--- src/rtl/adpll_mon_pkg.sv ---
// rtl/adpll_mon_pkg.sv - shared FSM type and default sizing for the ADPLL frequency monitor
package adpll_mon_pkg;

  typedef enum logic [1:0] {
    IDLE,
    RUN,
    REPORT
  } mon_state_e;

  localparam int DEF_COUNT_WIDTH  = 12;
  localparam int DEF_GATE_CYCLES  = 2580;
  localparam int DEF_LOCK_WINDOWS = 4;
  localparam int TOL_WIDTH        = 4;

endpackage

--- src/rtl/freq_mon_channel.sv ---
// rtl/freq_mon_channel.sv - per-clock edge counter, window result, tolerance check and lock streak
module freq_mon_channel
  import adpll_mon_pkg::*;
#(
  parameter int COUNT_WIDTH  = DEF_COUNT_WIDTH,
  parameter int LOCK_WINDOWS = DEF_LOCK_WINDOWS
) (
  input  logic                   clk,
  input  logic                   rst,
  input  logic                   gen_clk,
  input  logic                   run,
  input  logic                   report,
  input  logic [COUNT_WIDTH-1:0] target,
  input  logic [TOL_WIDTH-1:0]   tol,
  output logic [COUNT_WIDTH-1:0] result,
  output logic                   lock
);

  localparam int                     STREAK_W   = $clog2(LOCK_WINDOWS + 1);
  localparam logic [STREAK_W-1:0]    STREAK_MAX = STREAK_W'(LOCK_WINDOWS);
  localparam logic [COUNT_WIDTH-1:0] CNT_MAX    = '1;

  // [0],[1] are the synchroniser, [2] is the history bit for edge detection
  logic [2:0]                sync_q;
  logic                      edge_det;
  logic [COUNT_WIDTH-1:0]    cnt_q;
  logic [COUNT_WIDTH-1:0]    window_cnt;
  logic [STREAK_W-1:0]       streak_q;
  logic [STREAK_W-1:0]       streak_inc;
  logic signed [COUNT_WIDTH:0] diff;
  logic [COUNT_WIDTH:0]      abs_diff;
  logic                      in_tol;

  always_ff @(posedge clk or posedge rst) begin
    if (rst) begin
      sync_q <= '0;
    end else begin
      sync_q <= {sync_q[1:0], gen_clk};
    end
  end

  assign edge_det = sync_q[1] & ~sync_q[2];

  // Includes the edge seen in the REPORT cycle so the window spans all gate cycles
  assign window_cnt = (cnt_q == CNT_MAX) ? cnt_q : cnt_q + COUNT_WIDTH'(edge_det);

  assign diff     = $signed({1'b0, window_cnt}) - $signed({1'b0, target});
  assign abs_diff = diff[COUNT_WIDTH] ? $unsigned(-diff) : $unsigned(diff);
  assign in_tol   = abs_diff <= (COUNT_WIDTH + 1)'(tol);

  assign streak_inc = (streak_q == STREAK_MAX) ? STREAK_MAX : streak_q + 1'b1;

  always_ff @(posedge clk or posedge rst) begin
    if (rst) begin
      cnt_q    <= '0;
      result   <= '0;
      streak_q <= '0;
      lock     <= 1'b0;
    end else if (report) begin
      cnt_q  <= '0;
      result <= window_cnt;
      if (in_tol) begin
        streak_q <= streak_inc;
        lock     <= (streak_inc == STREAK_MAX);
      end else begin
        streak_q <= '0;
        lock     <= 1'b0;
      end
    end else if (run) begin
      cnt_q <= window_cnt;
    end else begin
      cnt_q    <= '0;
      streak_q <= '0;
      lock     <= 1'b0;
    end
  end

endmodule

--- src/rtl/adpll_freq_monitor.sv ---
// rtl/adpll_freq_monitor.sv - gated frequency/lock monitor for NUM_CH ADPLL generated clocks
// Optional max-min spread output is built only when FREQ_MON_SPREAD_EN is defined.
module adpll_freq_monitor
  import adpll_mon_pkg::*;
#(
  parameter int NUM_CH       = 4,
  parameter int SEL_WIDTH    = 2,
  parameter int COUNT_WIDTH  = DEF_COUNT_WIDTH,
  parameter int GATE_CYCLES  = DEF_GATE_CYCLES,
  parameter int LOCK_WINDOWS = DEF_LOCK_WINDOWS
) (
  input  logic                   fpga_clk_i,
  input  logic                   reset_i,
  input  logic                   enable_i,
  input  logic [NUM_CH-1:0]      clks_i,
  input  logic [COUNT_WIDTH-1:0] target_i,
  input  logic [TOL_WIDTH-1:0]   tol_i,
  input  logic [SEL_WIDTH-1:0]   sel_i,
  output logic [COUNT_WIDTH-1:0] count_o,
  output logic                   valid_o,
  output logic [NUM_CH-1:0]      lock_o,
  output logic                   all_lock_o
`ifdef FREQ_MON_SPREAD_EN
  ,
  output logic [COUNT_WIDTH-1:0] spread_o
`endif
);

  localparam int                 GATE_W   = $clog2(GATE_CYCLES);
  localparam logic [GATE_W-1:0]  LAST_RUN = GATE_W'(GATE_CYCLES - 2);

  mon_state_e             state;
  logic [GATE_W-1:0]      gate_cnt;
  logic                   run_st;
  logic                   report_st;
  logic [COUNT_WIDTH-1:0] result [NUM_CH];

  // RUN covers GATE_CYCLES-1 cycles and REPORT closes the window
  always_ff @(posedge fpga_clk_i or posedge reset_i) begin
    if (reset_i) begin
      state    <= IDLE;
      gate_cnt <= '0;
      valid_o  <= 1'b0;
    end else begin
      valid_o <= 1'b0;
      unique case (state)
        IDLE: begin
          gate_cnt <= '0;
          if (enable_i) state <= RUN;
        end
        RUN: begin
          if (!enable_i) begin
            state    <= IDLE;
            gate_cnt <= '0;
          end else if (gate_cnt == LAST_RUN) begin
            state <= REPORT;
          end else begin
            gate_cnt <= gate_cnt + 1'b1;
          end
        end
        REPORT: begin
          valid_o  <= 1'b1;
          gate_cnt <= '0;
          state    <= enable_i ? RUN : IDLE;
        end
        default: begin
          state    <= IDLE;
          gate_cnt <= '0;
        end
      endcase
    end
  end

  assign run_st    = (state == RUN);
  assign report_st = (state == REPORT);

  for (genvar ch = 0; ch < NUM_CH; ch++) begin : g_ch
    freq_mon_channel #(
      .COUNT_WIDTH  (COUNT_WIDTH),
      .LOCK_WINDOWS (LOCK_WINDOWS)
    ) u_ch (
      .clk     (fpga_clk_i),
      .rst     (reset_i),
      .gen_clk (clks_i[ch]),
      .run     (run_st),
      .report  (report_st),
      .target  (target_i),
      .tol     (tol_i),
      .result  (result[ch]),
      .lock    (lock_o[ch])
    );
  end

  always_ff @(posedge fpga_clk_i or posedge reset_i) begin
    if (reset_i) begin
      count_o <= '0;
    end else if (int'(sel_i) < NUM_CH) begin
      count_o <= result[sel_i];
    end else begin
      count_o <= '0;
    end
  end

  assign all_lock_o = &lock_o;

`ifdef FREQ_MON_SPREAD_EN
  logic [COUNT_WIDTH-1:0] res_max;
  logic [COUNT_WIDTH-1:0] res_min;

  // Results only move on REPORT, so the spread follows valid_o without its own register
  always_comb begin
    res_max = result[0];
    res_min = result[0];
    for (int i = 1; i < NUM_CH; i++) begin
      if (result[i] > res_max) res_max = result[i];
      if (result[i] < res_min) res_min = result[i];
    end
  end

  assign spread_o = res_max - res_min;
`endif

endmodule
--- config.mk ---
export PLATFORM = sky130hd
export DESIGN_NAME = adpll_freq_monitor
export DESIGN_NICKNAME = d
export VERILOG_FILES = /design/src/rtl/adpll_mon_pkg.sv /design/src/rtl/freq_mon_channel.sv /design/src/rtl/adpll_freq_monitor.sv
export SDC_FILE = /design/constraint.sdc
export NUM_CORES = 1
export LEC_CHECK = 0
export BUFFER_PORTS_ARGS = -buffer_cell sky130_fd_sc_hd__buf_4
export CAP_MARGIN = 10
export CELL_PAD_IN_SITES_DETAIL_PLACEMENT = 0
export CELL_PAD_IN_SITES_GLOBAL_PLACEMENT = 1
export CORE_UTILIZATION = 45
export CTS_CLUSTER_DIAMETER = 40
export CTS_CLUSTER_SIZE = 14
export DETAILED_ROUTE_END_ITERATION = 8
export PLACE_DENSITY_LB_ADDON = 0.25
export SLEW_MARGIN = 20
export SYNTH_ARGS = -nofsm -noshare
export SYNTH_HDL_FRONTEND = slang
export SYNTH_SLANG_ARGS = --single-unit
--- constraint.sdc ---
create_clock -name fpga_clk_i -period 12.45 [get_ports fpga_clk_i]
set_input_delay 1.245 -clock fpga_clk_i [delete_from_list [all_inputs] [get_ports fpga_clk_i]]
set_output_delay 1.245 -clock fpga_clk_i [all_outputs]
set_load 0.05 [all_outputs]
==> flow_summary.json <==
{
  "synth.area.top_cells": "dfrtp_1 35%, ha_1 10%, nor2_1 5.3%",
  "start_util_pct": 45.8,
  "cts_root_buf": "clkbuf_16",
  "slowest_delay_ns": 0.43,
  "rows": 56,
  "via_per_inst": 5.49,
  "antenna_found_initial": 0,
  "post_cts_resized": 0,
  "timing.fmax_mhz": 180,
  "power-per-cell-area_mw_per_mm2": 105,
  "whs_ns": 0.342,
  "n_antenna_cell": 0,
  "routedWlPerCell_um": 17.0,
  "yosys.area.top_type": "dfrtp_1",
  "async_flop_share_pct": 100,
  "synth_nets": 1323,
  "io_buffers": 42,
  "worst_slew_pin_slew_ns": 1.14,
  "synth_common_cells": "152 x nor2_1, 151 x dfrtp_1, 102 x nand2_1",
  "report.final.hold_viol_count": 0,
  "grt_start_max_net_pins": 102,
  "dr.pass1.iters": 5,
  "multi_input_area_mm2": 0.00647,
  "seq_area_mm2": 0.00378,
  "cp_max_fo": 8,
  "die_y_um": 157,
  "synth_cell_types": 96,
  "cp.arrival_ns": 5.92,
  "num_vias": 8615,
  "vdd_drop_max_mv": 0.0811,
  "fillerInstances": 2251,
  "cts_buffer_depth": 2,
  "timing.max_cap.violations": 0,
  "clk-insertion-delay-late_ns": 0.43,
  "slowest_stage": "ha_1",
  "synth_top_area_share_pct": 35.2,
  "post_cts_buffers": 0,
  "min_from": "g_ch[2].u_ch.sync_q[0]$_DFF_PP0_",
  "fin_skew_ns": 0.00806,
  "syn_area_mm2": 0.0107,
  "first_iter_violations": 526,
  "syn2layout_area_growth_pct": 11.6,
  "grt.total_usage_pct": 23.0,
  "avgSynthCellArea_um2": 8.89,
  "worstPathRequired_ns": 12.82,
  "fin_ws_ns": 6.90,
  "setup_viol": 0,
  "place_ws_ns": 6.86,
  "core_area_mm2": 0.0235,
  "fin_tns_setup_ns": 0,
  "dpl_cell_area_mm2": 0.0113,
  "drtAntennaViolNets": 0,
  "yosys_warnings": 0,
  "min_period_over_period_pct": 44.6,
  "min_period_ns": 5.55,
  "status": "finished, final reports clean",
  "overflow": 0,
  "design_area_mm2": 0.0120,
  "finalPower_mw": 1.26,
  "routed_wl_um": 26700,
  "ys_seq_elements": 151,
  "p_leak_nw": 5.79,
  "clock_sinks": 151,
  "gp_congestion": 0.884,
  "drive_gt1_share_pct": 11.0,
  "slew_violations": 0,
  "h-tree-depth": 4,
  "grt_pass1_vias": 8069,
  "die_area_mm2": 0.0245,
  "die_x_um": 157,
  "cp-start-kind": "register",
  "drc": 0,
  "nets": 1352,
  "hpwlAfterDp_um": 20200,
  "synthFlopType": "dfrtp_1",
  "clk_pin_slew_ns": 0.07,
  "netlist_instances": 1208,
  "max_slew_margin_pct": 23.2,
  "synth.most_common_cell": "nor2_1",
  "io_pins": 43,
  "cts_made_buffers": 17,
  "r2r-start": "g_ch[1].u_ch.cnt_q[2]$_DFF_PP0_",
  "cp-startpoint": "g_ch[1].u_ch.cnt_q[2]$_DFF_PP0_",
  "synth-edff-count": 0,
  "seq_area_frac_synth_pct": 35.2,
  "min_path_type": "register to register",
  "critical_path.endpoint_type": "register",
  "ctsHoldBuffers": 0,
  "critical_path_class": "register to register",
  "cts_tree": "done",
  "grt_setup_unrepaired": "false",
  "grt_first_pass_wirelength_um": 43300
}
-- power breakdown --
part | internal [mW] | total (mW) | leakage (nW) | switching, mW
Clock | 0.332 | 0.567 | 0.314 | 0.235
Sequential | 0.494 | 0.498 | 2.08 | 0.00345
Combinational | 0.0756 | 0.190 | 3.40 | 0.115
Total | 0.902 | 1.26 | 5.79 | 0.354
-- per-stage QoR --
step	std cells	util, %
floorplan	1208	-
finish	1569	51.1
detailed placement	1537	48.3
global route	1569	51.1
global placement	1537	48.3
CTS	1569	51.0
-- layer usage --
layer	up-vias	share of wire, %	global-route usage, %
met5	-	0	0
met4	0	1.6	5.74
met3	30	3.2	3.68
met2	161	44	35.3
met1	4047	51	33.6
li1	4377	-	-
-- placed cells by master (no fill, tap or decap), drive strengths merged, types with 9 or more instances in the layout --
cell type    n
clkbuf      18
a211oi      11
nand3       35
or3         17
and2        14
nand2b      18
nand2      102
xnor2       32
o21ai       90
nor2b       22
o211ai      13
mux4        12
inv         97
o21a        18
nor2       152
a21oi       45
and3        18
ha          86
or2         14
dfrtp      151
nor3        23
a22o        11
nand4       18
nor4         9
xor2        38
buf         47
-- worst max-delay path, delay by kind of cell, from the launching register on --
kind / cells / cell delay [ns]
flops: 1 / 0.38
fa+ha+maj: 2 / 0.71
xor+xnor: 1 / 0.25
simple gates: 13 / 2.36
buf+inv: 1 / 0.08
compound gates: 8 / 1.72
-- registers in the layout, summed over array words and instances, names as in the netlist --
name and cells:
g_ch.u_ch.cnt_q 48, g_ch.u_ch.result 48, count_o 12, g_ch.u_ch.streak_q 12, g_ch.u_ch.sync_q 12, gate_cnt 12, g_ch.u_ch.lock 4, state 2
valid_o 1
-- worst paths after layout --
kind	to	slack, ns	cells after the start
worst max-delay path	g_ch[1].u_ch.lock$_DFFE_PP0P_	6.90	25
worst min-delay path	g_ch[2].u_ch.sync_q[1]$_DFF_PP0_	0.34	0
worst max register to register	g_ch[1].u_ch.lock$_DFFE_PP0P_	6.90	25
worst min register to register	g_ch[2].u_ch.sync_q[1]$_DFF_PP0_	0.34	0
max in group asynchronous	g_ch[1].u_ch.result[11]$_DFFE_PP0P_	10.38	3
min in group asynchronous	g_ch[3].u_ch.sync_q[0]$_DFF_PP0_	0.90	2
-- cell type report --
class | count | share of cell area (%)
flip-flops and latches | 151 | 31.5
well taps | 319 | 3.33
clock buffers | 18 | 3.66
inverters | 89 | 2.83
multi-input cells | 931 | 54.0
repair buffers | 47 | 2.97
clock inverters | 14 | 1.71
-- cell families after synthesis --
group	share of synthesized area [%]
simple gates	21.9
xor+xnor	5.71
buf+inv	4.69
flops	35.2
compound gates	18.8
mux	2.99
fa+ha+maj	10.8
Note: power is estimated with default switching activity, not from simulation.
